**config.mk**
```make
export PLATFORM = sky130hd
export DESIGN_NAME = stopwatch_lap_ctrl_flat
export DESIGN_NICKNAME = d
export VERILOG_FILES = /design/src/rtl/stopwatch_lap_ctrl_if.sv /design/src/rtl/stopwatch_lap_ctrl.sv /design/src/flat_wrapper.sv
export SDC_FILE = /design/constraint.sdc
export NUM_CORES = 1
export LEC_CHECK = 0
export BUFFER_PORTS_ARGS = -buffer_cell sky130_fd_sc_hd__buf_2
export CAP_MARGIN = 20
export CORE_ASPECT_RATIO = 0.6
export CORE_MARGIN = 5
export CORE_UTILIZATION = 57
export DETAILED_ROUTE_END_ITERATION = 8
export GPL_ROUTABILITY_DRIVEN = 0
export PLACE_DENSITY = 0.78
export SYNTH_ARGS = -nofsm -noshare
export SYNTH_HDL_FRONTEND = slang
export SYNTH_SLANG_ARGS = --single-unit
```
**constraint.sdc**
```tcl
create_clock -name clk -period 3.23 [get_ports clk]
set_clock_uncertainty 0.15 [all_clocks]
set_input_delay 0.323 -clock clk [delete_from_list [all_inputs] [get_ports clk]]
set_output_delay 0.323 -clock clk [all_outputs]
set_load 0.02 [all_outputs]
```
**src/rtl/stopwatch_lap_ctrl_if.sv**
```systemverilog
// Button/tick inputs and display outputs of the stopwatch lap controller.
// The master side drives the button pulses and the tick and reads the display.
// The slave side is the controller itself.
interface stopwatch_lap_ctrl_if;
  logic       tick;
  logic       start_stop;
  logic       lap_reset;
  logic [3:0] digit0;
  logic [5:0] digit12;
  logic [3:0] digit3;
  logic       running;
  logic       lap_active;

  modport master (
    output tick, start_stop, lap_reset,
    input  digit0, digit12, digit3, running, lap_active
  );

  modport slave (
    input  tick, start_stop, lap_reset,
    output digit0, digit12, digit3, running, lap_active
  );
endinterface

```
**src/rtl/stopwatch_lap_ctrl.sv**
```systemverilog
// Stopwatch run/pause/lap/clear controller with a min:sec.tenths live counter.
// A lap register can freeze the display while the live counter keeps going.
// Display outputs are decoded from registers only.
module stopwatch_lap_ctrl (
  input  logic                clk,
  input  logic                reset,
  stopwatch_lap_ctrl_if.slave sw
);

  typedef enum logic [1:0] {
    IDLE  = 2'd0,
    RUN   = 2'd1,
    LAP   = 2'd2,
    PAUSE = 2'd3
  } state_t;

  state_t     state_q, state_d;
  logic [3:0] min_q, min_d;
  logic [5:0] sec_q, sec_d;
  logic [3:0] ten_q, ten_d;
  logic [3:0] lap_min_q, lap_min_d;
  logic [5:0] lap_sec_q, lap_sec_d;
  logic [3:0] lap_ten_q, lap_ten_d;

  logic       count_en;
  logic       ten_wrap, sec_wrap, min_wrap;
  logic [3:0] ten_inc, min_inc;
  logic [5:0] sec_inc;

  // Incremented live value; a field at or beyond its maximum wraps to 0 and carries.
  always_comb begin
    ten_wrap = (ten_q >= 4'd9);
    ten_inc  = ten_wrap ? 4'd0 : ten_q + 4'd1;
    sec_wrap = ten_wrap && (sec_q >= 6'd59);
    sec_inc  = sec_q;
    if (ten_wrap) begin
      sec_inc = (sec_q >= 6'd59) ? 6'd0 : sec_q + 6'd1;
    end
    min_wrap = sec_wrap && (min_q >= 4'd9);
    min_inc  = min_q;
    if (sec_wrap) begin
      min_inc = (min_q >= 4'd9) ? 4'd0 : min_q + 4'd1;
    end
  end

  // Next state, counting and lap capture; a full-range wrap overrides any button.
  always_comb begin
    state_d   = state_q;
    min_d     = min_q;
    sec_d     = sec_q;
    ten_d     = ten_q;
    lap_min_d = lap_min_q;
    lap_sec_d = lap_sec_q;
    lap_ten_d = lap_ten_q;
    count_en  = sw.tick && ((state_q == RUN) || (state_q == LAP));

    if (count_en) begin
      min_d = min_inc;
      sec_d = sec_inc;
      ten_d = ten_inc;
    end

    case (state_q)
      IDLE: begin
        if (sw.start_stop) begin
          state_d = RUN;
        end
      end
      RUN: begin
        if (sw.start_stop) begin
          state_d = PAUSE;
        end else if (sw.lap_reset) begin
          state_d   = LAP;
          lap_min_d = min_q;
          lap_sec_d = sec_q;
          lap_ten_d = ten_q;
        end
      end
      LAP: begin
        if (sw.start_stop) begin
          state_d = PAUSE;
        end else if (sw.lap_reset) begin
          state_d = RUN;
        end
      end
      PAUSE: begin
        if (sw.start_stop) begin
          state_d = RUN;
        end else if (sw.lap_reset) begin
          state_d   = IDLE;
          min_d     = 4'd0;
          sec_d     = 6'd0;
          ten_d     = 4'd0;
          lap_min_d = 4'd0;
          lap_sec_d = 6'd0;
          lap_ten_d = 4'd0;
        end
      end
      default: state_d = IDLE;
    endcase

    if (count_en && min_wrap) begin
      state_d   = IDLE;
      lap_min_d = lap_min_q;
      lap_sec_d = lap_sec_q;
      lap_ten_d = lap_ten_q;
    end
  end

  // State, live counter and lap register, all cleared by the async reset.
  always_ff @(posedge clk or negedge reset) begin
    if (!reset) begin
      state_q   <= IDLE;
      min_q     <= 4'd0;
      sec_q     <= 6'd0;
      ten_q     <= 4'd0;
      lap_min_q <= 4'd0;
      lap_sec_q <= 6'd0;
      lap_ten_q <= 4'd0;
    end else begin
      state_q   <= state_d;
      min_q     <= min_d;
      sec_q     <= sec_d;
      ten_q     <= ten_d;
      lap_min_q <= lap_min_d;
      lap_sec_q <= lap_sec_d;
      lap_ten_q <= lap_ten_d;
    end
  end

  // Display decode: the lap register while frozen, otherwise the live counter.
  always_comb begin
    sw.running    = (state_q == RUN) || (state_q == LAP);
    sw.lap_active = (state_q == LAP);
    sw.digit3     = min_q;
    sw.digit12    = sec_q;
    sw.digit0     = ten_q;
    if (state_q == LAP) begin
      sw.digit3  = lap_min_q;
      sw.digit12 = lap_sec_q;
      sw.digit0  = lap_ten_q;
    end
  end

endmodule
```
**src/flat_wrapper.sv**
```systemverilog
// flat-port wrapper written by rule: the top's interface ports become plain ports
module stopwatch_lap_ctrl_flat 
  (clk, reset, sw_tick, sw_start_stop, sw_lap_reset, sw_digit0, sw_digit12, sw_digit3, sw_running, sw_lap_active);
  stopwatch_lap_ctrl_if sw_i ();
  input  logic clk;
  input  logic reset;
  input wire logic [$bits(sw_i.tick)-1:0] sw_tick;
  input wire logic [$bits(sw_i.start_stop)-1:0] sw_start_stop;
  input wire logic [$bits(sw_i.lap_reset)-1:0] sw_lap_reset;
  output wire logic [$bits(sw_i.digit0)-1:0] sw_digit0;
  output wire logic [$bits(sw_i.digit12)-1:0] sw_digit12;
  output wire logic [$bits(sw_i.digit3)-1:0] sw_digit3;
  output wire logic [$bits(sw_i.running)-1:0] sw_running;
  output wire logic [$bits(sw_i.lap_active)-1:0] sw_lap_active;
  assign sw_i.tick = sw_tick;
  assign sw_i.start_stop = sw_start_stop;
  assign sw_i.lap_reset = sw_lap_reset;
  assign sw_digit0 = sw_i.digit0;
  assign sw_digit12 = sw_i.digit12;
  assign sw_digit3 = sw_i.digit3;
  assign sw_running = sw_i.running;
  assign sw_lap_active = sw_i.lap_active;
  stopwatch_lap_ctrl u_core (.clk(clk), .reset(reset), .sw(sw_i));
endmodule
```
# [Yosys cells after proc, flatten, opt, wreduce, memory -nomap -nowiden]
# Cells that the tools add are included.
[totals] register_bits=30 inputBits=5 output_inout_bits=16 elab_cells=76
[classes] n_addsub=3 magnitude_cmp=3 eq_ne=11 mux=42 bitwise=1 reduce_logical=9
[op_table] cell="$mux W4" count=19
[op_table] cell="$mux W6" count=11
[op_table] cell="$mux W2" count=8
[op_table] cell="$pmux W4 S2" count=2
[op_table] cell="$pmux W6 S2" count=1
[op_table] cell="$add A4 B1 Y4 const B" count=2
[op_table] cell="$ge A4 B4 Y1 const B" count=2
[op_table] cell="$ne A2 B2 Y1 const B" count=4
[op_table] cell="$ne A4 B3 Y1 const B" count=2
[op_table] cell="$pmux W2 S4" count=1
[op_table] cell="$add A6 B1 Y6 const B" count=1
[op_table] cell="$ge A6 B6 Y1 const B" count=1
[op_table] cell="$reduce_and A6 Y1" count=1
[op_table] cell="$eq A2 B2 Y1 const B" count=2
[op_table] cell="$logic_and A1 B1 Y1" count=4
[op_table] cell="$ne A4 B4 Y1 const B" count=1
[op_table] cell="$reduce_and A4 Y1" count=1
[op_table] cell="$ne A3 B2 Y1 const B" count=1
[op_table] cell="$eq A2 B1 Y1 const B" count=1
[op_table] cell="$logic_not A2 Y1" count=1
[op_table] cell="$reduce_bool A2 Y1" count=1
[op_table] cell="$logic_or A1 B1 Y1" count=1
[op_table] cell="$not A1 Y1" count=1

# [Longest topological paths before layout]
# Gate-level depths: netlist (run 1).
[depth] ltp_word=7 mapped_depth=8 mapped_depth_nobuf=6

# [Least setup slack after synthesis (run 1)]
# OpenSTA, ideal clock, no wires.
[synth_path] kind="register -> register" startpoint="reg u_core.state_q[0]" endpoint="reg u_core.lap_min_q[0]" setup_ns=0.125 arrival_ns=2.299 t_required_ns=2.955 slack_ns=0.656 stages_incl_launch_ff=9 n_path_buf=2 synth_period_minus_slack_ns=2.574 cell_sequence="dfrtp_1 > inv_1 > ha_1 > nand3_2 > or3_1 > buf_6 > o221ai_4 > buf_12 > mux2_4"
[synth_between] elab_chain_len=6 elab_cells_between_ends=14 classes_between="eq/ne: 7; mux: 1; bitwise: 1; reduce/logical: 5"
[synth_lines] item="start, declared" line_no="stopwatch_lap_ctrl.sv:17" rtl="state_t state_q, state_d;"
[synth_lines] item="start signal, assigned" line_no="stopwatch_lap_ctrl.sv:121" rtl="state_q <= state_d;"
[synth_lines] item="$eq A2 B1 Y1 or $eq A2 B2 Y1 (tied branches)"
[synth_lines] item="$logic_or A1 B1 Y1 (*)"
[synth_lines] item="via sw_running" line_no="flat_wrapper.sv:13" rtl="output wire logic [$bits(sw_i.running)-1:0] sw_running;"
[synth_lines] item="$logic_and A1 B1 Y1 (*)" line_no="stopwatch_lap_ctrl.sv:55" rtl="count_en = sw.tick && ((state_q == RUN) || (state_q == LAP));"
[synth_lines] item="$logic_and A1 B1 Y1 (*)" line_no="stopwatch_lap_ctrl.sv:102" rtl="if (count_en && min_wrap) begin"
[synth_lines] item="$not A1 Y1 (no source line) (*)"
[synth_lines] item="$reduce_and A6 Y1 (no source line) (*)"
[synth_lines] item="end signal, assigned" line_no="stopwatch_lap_ctrl.sv:125" rtl="lap_min_q <= lap_min_d;"
[synth_lines] item="end, declared" line_no="stopwatch_lap_ctrl.sv:21" rtl="logic [3:0] lap_min_q, lap_min_d;"
# Mark *: on every way through the listed nets, which the timed path passes. The rest lies on a longest branch.
# A chain may end at the register's enable or synchronous reset.

# [Worst setup path after layout (run 1)]
[layout_path] startpoint="reg u_core.state_q[0]" endpoint="reg u_core.lap_ten_q[2]"
[layout_between] elab_chain_len=6 elab_cells_between_ends=14 classes_between="eq/ne: 7; mux: 1; bitwise: 1; reduce/logical: 5"
[layout_lines] item="$eq A2 B1 Y1 or $eq A2 B2 Y1 (tied branches)" line_no="stopwatch_lap_ctrl.sv:55, stopwatch_lap_ctrl.sv:63"
[layout_lines] item="$logic_or A1 B1 Y1" line_no="stopwatch_lap_ctrl.sv:55"
[layout_lines] item="$logic_and A1 B1 Y1" line_no="stopwatch_lap_ctrl.sv:55"
[layout_lines] item="$logic_and A1 B1 Y1" line_no="stopwatch_lap_ctrl.sv:102"
[layout_lines] item="$not A1 Y1 (no source line)"
[layout_lines] item="$reduce_and A6 Y1 (no source line)"
[layout_lines] item="end signal, assigned" line_no="stopwatch_lap_ctrl.sv:127" rtl="lap_ten_q <= lap_ten_d;"
[layout_lines] item="end, declared" line_no="stopwatch_lap_ctrl.sv:23" rtl="logic [3:0] lap_ten_q, lap_ten_d;"
# Parallel ways exist; a longest one is shown, timed or not.

==> results.cfg, run 1 <==
[clock_tree]
clock_sinks = 30
cts_buffer_depth = 2
clock_latency_ns = 0.28
numCtsBuffers = 5
cts_root_buf = clkbuf_8
cts_resized = 0
htreeDepth = 2
cts_tree = built
cts.clk_slew.worst_paths_ns = 0.06

[synth]
ys_seq_area_share_pct = 41.9
yosysWarnings = 0
yosys_register_bits = 30
synth_edf_count = 0
synth.most_common_cell = dfrtp_1
synthTopCellsByCount = 30 x dfrtp_1, 18 x nor2_1, 14 x mux2_2
synthesis.nets = 182
yosys.cell_types.count = 31
syn_inst = 166
ys.flop_type = dfrtp_1
syn-cell-area_um2 = 1790
async_flop_share_pct = 100
synth_top_area_share_pct = 41.9
yosys.area.top_type = dfrtp_1
avgSynthCellArea_um2 = 10.8
yosys-top-cells-area = dfrtp_1 42%, mux2_2 8.8%, mux2_4 8.4%

[sta]
period_needed_ns = 2.93
rsz0062_at_grt = no
setup_violations = 0
worstMarginPinSlew_ns = 0.675
slew_violations = 0
period_share_pct = 90.6
final_hold_viol_count = 0
setup_tns_ns = 0
slew_headroom_pct = 55.0
max_freq_ghz = 0.342

[route]
post-route-drc-count = 0
totalWireLength_mm = 3.67
vias = 1285
final_antenna_net_count = 0
first_pass_iters = 4
drt_iter0_markers = 54
vias_per_cell = 5.49
wl_per_cell_um = 15.7

[setup_path]
critPathKind = reg -> reg
critPathLaunch = u_core.state_q[0]$_DFFE_PN0P_
slowest_delay_ns = 0.55
crit_chain = inv_1 > ha_1 > nand3_2 > or3_1 > o221ai_4 > buf_4 > mux2_4
r2r_setup_slack_ns = 0.30
worstPathArrival_ns = 2.94
crit_fanout = 9
required_ns = 3.25
cp-end-kind = register
worst_setup_path_start_kind = register
crit_slowest_cell = or3_1
rr_startpoint = u_core.state_q[0]$_DFFE_PN0P_
critPathBufInv = 2
crit_family = simple AND/OR/NAND/NOR gates

[hold_path]
hold_class = in -> reg
min_from = sw_tick

[power_and_ir_drop]
clkPwrFrac_pct = 20.1
switching_power_w = 0.000610
p_leak_nw = 1.04
total_power_w = 0.00153
seqPwrFrac_pct = 34.3
ir_worst_vdd_uv = 357
internal_power_w = 0.000919
p_sw_share_pct = 39.9
pwr-share-comb_pct = 45.6
power_density_nw_per_um2 = 756

[global_route]
grt_pass1_wl_mm = 6.23
gr-usage-all-layers_pct = 19.6
grt_max_degree = 31
grt_pass1_vias = 1384
antenna_found_initial = 0
gr-total-overflow = 0

[floorplan]
io_pins = 21
die_w_um = 82.4
die_h_um = 53.4
die_area_um2 = 4400
core_area_um2 = 2950
num_rows = 15
initial_core_util_pct = 60.8

[layout]
nFillCells = 238
syn_to_final_growth_pct = 12.8
antenna_cells = 0
drive_above_1_share_pct = 29.7
fin_nets = 207

[placed_design]
port_buffers = 20
post-dp-hpwl_mm = 2.72

[flow_run]
max_cap_violations = 0

[run_status]
outcome = completed
[power by group through the flow]
stage / Clock (W) / Combinational [W] / Sequential, W
5_1_grt: 0.000331 / 0.000759 / 0.000533
2_1_floorplan: 0 / 0.000554 / 0.000508
6_report: 0.000307 / 0.000697 / 0.000525
3_3_place_gp: 0 / 0.000673 / 0.000522
4_1_cts: 0.000312 / 0.000700 / 0.000523
3_5_place_dp: 0 / 0.000698 / 0.000528
[placed cells by master (no fill, tap or decap), types with 5 or more instances in the layout]
| master | instances |
|---|---|
| xnor2_1 | 7 |
| a21oi_1 | 5 |
| nor2b_1 | 10 |
| clkbuf_8 | 6 |
| nand2_1 | 9 |
| o21ai_0 | 9 |
| mux2_4 | 10 |
| dfrtp_1 | 30 |
| buf_2 | 20 |
| mux2_2 | 14 |
| inv_1 | 8 |
| ha_1 | 11 |
| nor2_1 | 18 |
| nand3_1 | 7 |
[cell families (layout without fill, tap and decap cells)]
family	count (synthesis)	after routing	synth area share [%]
multiplexers	25	25	17.7
adder cells (fa/ha/maj)	11	11	7.68
flip-flops	30	30	41.9
AND/OR/NAND/NOR	52	52	14.6
buffers and inverters	14	40	4.33
AO/OA/AOI/OAI	26	26	9.91
XOR/XNOR	8	8	3.91
[metal layers]
metal  routed length (um)  track usage (%)
met5                    0                0
met4                   54             6.63
met3                  109             5.61
met2                 1780             33.4
met1                 1720             23.7
[tightest hold or removal path: cells and delay by family]
family | cells | cell delay, ns
AOI/OAI and AO/OA | 1 | 0.06
buffers and inverters | 1 | 0.13
and+or+nand+nor | 1 | 0.08
[area by class of cell]
type / count / area, um^2 / area share [%]
timing repair buffer: 24 / 133 / 6.56
clock buffer: 7 / 86.3 / 4.27
multi-input combinational: 122 / 965 / 47.7
inverter: 8 / 30.0 / 1.49
tap: 42 / 52.6 / 2.60
clock inverter: 1 / 5.00 / 0.248
sequential: 30 / 751 / 37.1
[sequential cells by signal, summed over array words and instances, names as in the netlist]
register	flops
u_core.lap_min_q	4
u_core.lap_sec_q	6
u_core.lap_ten_q	4
u_core.min_q	4
u_core.sec_q	6
u_core.state_q	2
u_core.ten_q	4
[path summary, 6_finish.rpt]
path	to	cells past startpoint
worst max-delay path	u_core.lap_ten_q[2]$_DFFE_PN0P_	7
worst min-delay path	u_core.ten_q[1]$_DFF_PN0_	3
worst max register to register	u_core.lap_ten_q[2]$_DFFE_PN0P_	7
worst min register to register	u_core.lap_sec_q[5]$_DFFE_PN0P_	1
max in group asynchronous	u_core.lap_min_q[2]$_DFFE_PN0P_	2
min in group asynchronous	u_core.lap_sec_q[3]$_DFFE_PN0P_	2
[timing repair]
action,CTS,global route
setup buffers,0,0
setup endpoints to repair,0,0
hold buffers,1,0
endpoints found under the hold margin,30,0
[stage by stage]
stage	setup WS (ns)	hold slack [ns]	instances	util, %	instance area, um^2
4_1_cts	0.318	0.196	234	68.6	2020
6_report	0.304	0.199	234	68.6	2020
5_1_grt	0.184	0.199	234	68.6	2020
3_5_place_dp	0.323	0.247	225	65.2	1920
2_1_floorplan	0.656	-0.123	166	-	1790
3_3_place_gp	0.469	0.238	225	65.2	1920
Note: power is estimated with default switching activity, not from simulation.
==> run 2, diff against run 1 <==
--- a/config.mk
+++ b/config.mk
@@ -6,13 +6,13 @@
 export NUM_CORES = 1
 export LEC_CHECK = 0
 export BUFFER_PORTS_ARGS = -buffer_cell sky130_fd_sc_hd__buf_2
-export CAP_MARGIN = 20
 export CORE_ASPECT_RATIO = 0.6
 export CORE_MARGIN = 5
 export CORE_UTILIZATION = 57
 export DETAILED_ROUTE_END_ITERATION = 8
 export GPL_ROUTABILITY_DRIVEN = 0
 export PLACE_DENSITY = 0.78
+export RECOVER_POWER = 25
 export SYNTH_ARGS = -nofsm -noshare
 export SYNTH_HDL_FRONTEND = slang
 export SYNTH_SLANG_ARGS = --single-unit
==> results.cfg, run 2 (synthesized netlist as in run 1, its figures left out) <==
[layout]
stdcell_count = 234
layout_commonest_cell = dfrtp_1
mostFrequentLayoutCells = 30 x dfrtp_1, 19 x buf_2, 18 x nor2_1
fin_nets = 207
syn_to_final_growth_pct = 12.7
drive_above_1_share_pct = 29.2
antenna_cells = 0
top_regs = u_core.lap_sec_q: 6 flops, u_core.sec_q: 6 flops

[clock_tree]
cts_root_buf = clkbuf_8
clock_latency_ns = 0.28
cts_setup_buffers = 0
cts.clk_slew.worst_paths_ns = 0.06
cts_buffer_depth = 2
cts_tree = built
clock_sinks = 30
numCtsBuffers = 5
htreeDepth = 2
cts_hold_repair.buffers = 1
cts_resized = 0

[power_and_ir_drop]
switching_power_w = 0.000611
total_power_w = 0.00153
power_density_nw_per_um2 = 757
clkPwrFrac_pct = 20.1
p_sw_share_pct = 39.9
seqPwrFrac_pct = 34.3
pwr-share-comb_pct = 45.6
p_leak_nw = 1.04
ir_worst_vdd_uv = 357
internal_power_w = 0.000919

[floorplan]
die_area_um2 = 4400
io_pins = 21
die_h_um = 53.4
num_rows = 15
core_area_um2 = 2950
initial_core_util_pct = 60.8
die_w_um = 82.4

[setup_path]
required_ns = 3.25
worstPathArrival_ns = 2.94
critPathKind = reg -> reg
r2r_setup_slack_ns = 0.30
crit_fanout = 9
cp-end-kind = register
worst_setup_path_start_kind = register

[route]
first_pass_iters = 4
vias = 1285
vias_per_cell = 5.49
totalWireLength_mm = 3.67
post-route-drc-count = 0
drt_iter0_markers = 54
wl_per_cell_um = 15.7
final_antenna_net_count = 0

[global_route]
grt_max_degree = 31
gr-total-overflow = 0
gr-usage-all-layers_pct = 19.6
grt_pass1_wl_mm = 6.23
grt_pass1_vias = 1384
antenna_found_initial = 0

[sta]
slew_headroom_pct = -8.04
max_freq_ghz = 0.342
final_hold_viol_count = 0
slew_violations = 31
setup_tns_ns = 0
setup_violations = 0
worstMarginPinSlew_ns = 1.62
period_share_pct = 90.6
rsz0062_at_grt = no
period_needed_ns = 2.93
layout_setup_ws_ns = 0.304

[hold_path]
hold_class = in -> reg

[run_status]
violations = max-capacitance violations, max-slew violations
outcome = complete, but fails checks

[placed_design]
post-dp-hpwl_mm = 2.72
dp_slack_ns = 0.323
port_buffers = 20
place_inst = 225

[flow_run]
max_cap_violations = 1
==> run 2: changes by cell type in the layout (fill, tap and decap cells not counted), sizes merged <==
cell,change
buf,-1
clkbuf,+1
==> run 2: area by class of cell <==
cell class	instances	area (um^2)
clock buffers	7	86.3
clock inverters	1	5.00
fillers	239	926
inverters	8	30.0
multi-input cells	122	965
flip-flops and latches	30	751
well taps	42	52.6
repair buffers	24	131
==> run 2: worst paths after layout <==
path / startpoint / endpoint / cells past startpoint
worst min register to register: u_core.lap_sec_q[5]$_DFFE_PN0P_ / u_core.lap_sec_q[5]$_DFFE_PN0P_ / 1
worst min-delay path: sw_tick / u_core.ten_q[1]$_DFF_PN0_ / 3
min in group asynchronous: reset / u_core.lap_sec_q[3]$_DFFE_PN0P_ / 2
worst max-delay path: u_core.state_q[0]$_DFFE_PN0P_ / u_core.lap_ten_q[2]$_DFFE_PN0P_ / 7
max in group asynchronous: reset / u_core.lap_min_q[2]$_DFFE_PN0P_ / 2
worst max register to register: u_core.state_q[0]$_DFFE_PN0P_ / u_core.lap_ten_q[2]$_DFFE_PN0P_ / 7
==> run 2: through the flow <==
| stage | util [%] | hold slack [ns] | area [um^2] |
|---|---|---|---|
| after CTS | 68.6 | 0.196 | 2020 |
| after floorplan | - | -0.123 | 1790 |
| after detailed placement | 65.2 | 0.247 | 1920 |
| after global placement | 65.2 | 0.238 | 1920 |
| after global routing | 68.6 | 0.199 | 2020 |
| final | 68.6 | 0.199 | 2020 |
==> run 2: layer usage <==
layer | up-vias | wire length, um | track usage (%)
li1 | 625 | - | -
met1 | 636 | 1720 | 23.7
met2 | 17 | 1780 | 33.4
met3 | 7 | 109 | 5.61
met4 | 0 | 54 | 6.63
met5 | - | 0 | 0
==> run 2: power groups by stage <==
stage	combinational, W	sequential [W]	clock (W)
floorplan	0.000554	0.000508	0
global placement	0.000673	0.000522	0
detailed placement	0.000698	0.000528	0
CTS	0.000700	0.000523	0.000312
global route	0.000759	0.000533	0.000331
finish	0.000697	0.000525	0.000307
==> run 2: critical path, cell delays in order (launching register included) <==
cell      delay [ns]
dfrtp_1         0.39
inv_1           0.12
ha_1            0.39
nand3_2         0.17
or3_1           0.55
o221ai_4        0.47
buf_4           0.26
mux2_4          0.31
